File: src/rtl/meta_align_fifo.sv
// meta_align_fifo: FWFT FIFO packing per-packet header metadata into 192-bit words.
// Optional META_ALIGN_ERR_EN adds a sticky overflow output for pushes attempted while full.
module meta_align_fifo #(
    parameter int DEPTH = 4
) (
    input  logic         clk,
    input  logic         rst,
    input  logic         meta_valid,
    output logic         meta_ready,
    input  logic [31:0]  meta_src_ip,
    input  logic [31:0]  meta_dst_ip,
    input  logic [15:0]  meta_src_port,
    input  logic [15:0]  meta_dst_port,
    input  logic [31:0]  meta_payload_len,
    input  logic [15:0]  meta_dst_index,
    input  logic [15:0]  meta_flags,
    output logic         meta_out_valid,
    input  logic         meta_out_ready,
    output logic [191:0] meta_out_bus,
    output logic         almost_full,
    output logic         full,
`ifdef META_ALIGN_ERR_EN
    output logic         overflow,
`endif
    output logic         empty
);
    localparam int AW = $clog2(DEPTH);
    localparam int CW = $clog2(DEPTH) + 1;

    logic [191:0]  r_mem [DEPTH];
    logic [AW-1:0] r_wr_ptr;
    logic [AW-1:0] r_rd_ptr;
    logic [CW-1:0] count;
    logic          w_push;
    logic          w_pop;
    logic [191:0]  w_word;

    assign w_word = {16'h0000, meta_flags, meta_payload_len, meta_dst_ip, meta_src_ip,
                     meta_dst_index, 16'h0000, meta_dst_port, meta_src_port};

    assign full           = count == CW'(DEPTH);
    assign almost_full    = count >= CW'(DEPTH - 1);
    assign empty          = count == '0;
    assign meta_ready     = !full && !rst;
    assign meta_out_valid = !empty;
    assign meta_out_bus   = empty ? '0 : r_mem[r_rd_ptr];
    assign w_push         = meta_valid && meta_ready;
    assign w_pop          = meta_out_valid && meta_out_ready;

    // Storage is left unreset so it can map onto plain RAM.
    always_ff @(posedge clk) begin
        if (w_push) r_mem[r_wr_ptr] <= w_word;
    end

    always_ff @(posedge clk) begin
        if (rst) begin
            r_wr_ptr <= '0;
            r_rd_ptr <= '0;
            count    <= '0;
        end else begin
            if (w_push) r_wr_ptr <= (r_wr_ptr == AW'(DEPTH - 1)) ? '0 : r_wr_ptr + 1'b1;
            if (w_pop)  r_rd_ptr <= (r_rd_ptr == AW'(DEPTH - 1)) ? '0 : r_rd_ptr + 1'b1;
            count <= count + CW'(w_push) - CW'(w_pop);
        end
    end

`ifdef META_ALIGN_ERR_EN
    always_ff @(posedge clk) begin
        if (rst) overflow <= 1'b0;
        else if (meta_valid && full) overflow <= 1'b1;
    end
`endif
endmodule

File: config.mk
export PLATFORM = sky130hd
export DESIGN_NAME = meta_align_fifo
export DESIGN_NICKNAME = d
export VERILOG_FILES = /design/src/rtl/meta_align_fifo.sv
export SDC_FILE = /design/constraint.sdc
export NUM_CORES = 1
export LEC_CHECK = 0
export CAP_MARGIN = 15
export CORE_UTILIZATION = 33
export DETAILED_ROUTE_END_ITERATION = 8
export GPL_TIMING_DRIVEN = 0
export SLEW_MARGIN = 20
export SYNTH_ARGS = -nofsm -noshare
export SYNTH_HDL_FRONTEND = slang
export SYNTH_SLANG_ARGS = --single-unit
File: constraint.sdc
create_clock -name clk -period 6 [get_ports clk]
set_input_delay 1.2 -clock clk [delete_from_list [all_inputs] [get_ports clk]]
set_output_delay 1.2 -clock clk [all_outputs]
set_load 0.05 [all_outputs]
==> qor.yml <==
outcome: "complete, no violations"
synth_edf_count: 640
synthMuxAreaShare: 0.1462
wl_mm: 54.29
period_share: 0.8370
pwr-share-seq: 0.346
critPathMaxStageDelay_ns: 0.98
wl_per_cell_um: 21.11
endpoint_kind: "output pin"
dr.pass1.iters: 4
synth_compound_area_frac: 0.0007548
yosysMostFrequentCell: "edfxtp_1"
setup_viol: 0
ys_top_cells_by_count: "edfxtp_1 (640), and2_1 (164), mux4_2 (160)"
cp-start-kind: "flip-flop"
grt_pass1_vias: 12970
min_period_ns: 5.022
tightest_slew_ns: 0.8813
coreArea_um2: 74450
synth_top_area_frac: 0.7729
cts_sinks: 649
finalSetupTns_ns: 0
hold_buffers: 0
io_buffers: 327
seq_area_frac_synth: 0.7802
p_comb_frac: 0.387
clk_pin_slew_ns: 0.06
use_met3: 0.04732
antenna_found_initial: 8
cp_cell_sequence: "or3_1 > buf_2 > clkbuf_2 > clkbuf_1 > and2_1 > clkdlybuf4s50_1"
antenna_cells: 0
fp.dieW_um: 276.5
synth_cells: 1099
stdcell_count: 2572
hold_violations: 0
cts_tree: "done"
synth.avg_cell_area_um2: 22.62
finalMaxSlewViolations: 0
dpl.hpwl_mm: 34.56
post_cts_buffers: 0
globalRouteOverflowTotal: 0
area_growth_pct: 29.10
drive_above_1_share: 0.2140
drv_cap: 0
numCtsBuffers: 73
rows: 100
drt.antenna.violating_nets: 0
vias: 11940
cp_max_fo: 10
drc: 0
clockPowerShare: 0.267
p_switching_mw: 5.668
htree_levels: 3
power.density_nw_per_um2: 485.0
irDropWorstVdd_v: 0.0003424
whs_ns: 0.5489
ys.warnings.count: 0
critPathKind: "flip-flop to output pin"
io_pins: 361
synth_top_family_by_area: "multiplexers"
p_total_mw: 15.57
pre_cts_slack_ns: 1.392
ys_ff_latch: 649
sw_frac_of_total: 0.3641
rsz0062_at_grt: "no"
synthAdderAreaFrac: 0.004831
synth_area_leaders: "edfxtp_1 (77%), mux4_2 (14%), and2_1 (4.1%)"
utilization: 0.4312
die_height_um: 276.5
nets: 1721
synth_cell_types: 24
fmax_ghz: 0.1991
cp.arrival_ns: 3.82
avgViaCountPerCell: 4.643
final.setup_skew_ns: 0.02440
grt_use_met1: 0.1744
yosys.area.top_type: "edfxtp_1"
synth_xor_area_frac: 0.0003523
dieArea_um2: 76450
postLayoutCellArea_um2: 32100
setup_slack_ns: 0.9779
hold_path_class: "flip-flop to flip-flop"
place_area_um2: 29870
synth_area_um2: 24860
required_ns: 4.80
synthFlopType: "edfxtp_1"
use_met2: 0.2417
start_util: 0.3340
slew_headroom: 0.4112
drt_iter0_markers: 589
post_cts_resized: 0
p_int_mw: 9.898
synth_simple_gate_area_frac: 0.04418
globalplace.congestion: 0.6940
leakage_nw: 10.27
grt_max_degree: 43
slowest_stage: "clkdlybuf4s50_1"
placed_cells: 2442
grt-busiest-layer: "met2"
clock_path_buffers: 3
clk_latency_ns: 0.60
groute.usage.overall: 0.1439
cts_root_buffer: "clkbuf_16"
grt_pass1_wl_mm: 81.78
synthArstFlopShare: 0
==> area by class of cell <==
class	count	area, um2
multi-input combinational	387	5012
buffer	87	555.5
timing repair buffer	343	3669
clock inverter	35	272.8
tap	969	1212
sequential	649	19400
fill	6452	42350
clock buffer	95	1952
inverter	7	26.28
==> final timing paths <==
check	start	to	slack, ns	cells past startpoint
max	count[1]	meta_out_bus[89]	0.98	6
min	r_rd_ptr[0]	flip-flop	0.55	2
max reg2reg	count[1]	r_mem[0][92]	3.18	5
min reg2reg	r_rd_ptr[0]	flip-flop	0.55	2
==> power by group through the flow <==
stage	logic [mW]	registers (mW)	clock network [mW]
after floorplan	3.99	5.49	0
after global placement	6.07	5.52	0
after detailed placement	6.14	5.49	0
after CTS	6.16	5.39	4.29
after global routing	6.37	5.41	4.44
final	6.02	5.39	4.16
==> critical path: cells and delay by family (launching register included) <==
family	cells	cell delay (ns)
buffers and inverters	4	2.38
DFF	1	0.44
and+or+nand+nor	2	0.36
==> sequential cells by signal, summed over array words and instances (netlist names), named ones only <==
signal and flops:
r_mem 640, r_rd_ptr 2, count 3, r_wr_ptr 2
==> logic make-up (layout without fill, tap and decap cells) <==
group,count (synthesis),after routing
buffers and inverters,94,567
flip-flops,649,649
AND/OR/NAND/NOR,179,179
AO/OA/AOI/OAI,3,3
multiplexers,163,163
XOR/XNOR,1,1
other,1,32
adder cells (fa/ha/maj),9,9
==> layout by cell type, fill, tap and decap left out, types with 3 or more instances in the layout <==
cell / instances
and2_1: 160
inv_6: 4
buf_4: 32
nor2_1: 7
clkbuf_16: 75
buf_2: 19
clkinv_1: 13
clkinvlp_4: 3
inv_1: 7
and2_4: 4
buf_6: 11
mux4_2: 160
clkinv_2: 9
ha_1: 8
clkbuf_1: 43
buf_12: 6
conb_1: 32
edfxtp_1: 640
clkdlybuf4s50_1: 327
buf_16: 10
dfxtp_1: 9
==> metal layers <==
metal / vias to the layer above / wire (um) / part of all wire
li1: 5316 / - / -
met1: 6175 / 22080 / 0.41
met2: 344 / 27020 / 0.50
met3: 90 / 3947 / 0.073
met4: 16 / 1146 / 0.021
met5: - / 101 / 0.0019
No activity file was read; power rests on OpenSTA's default activity.
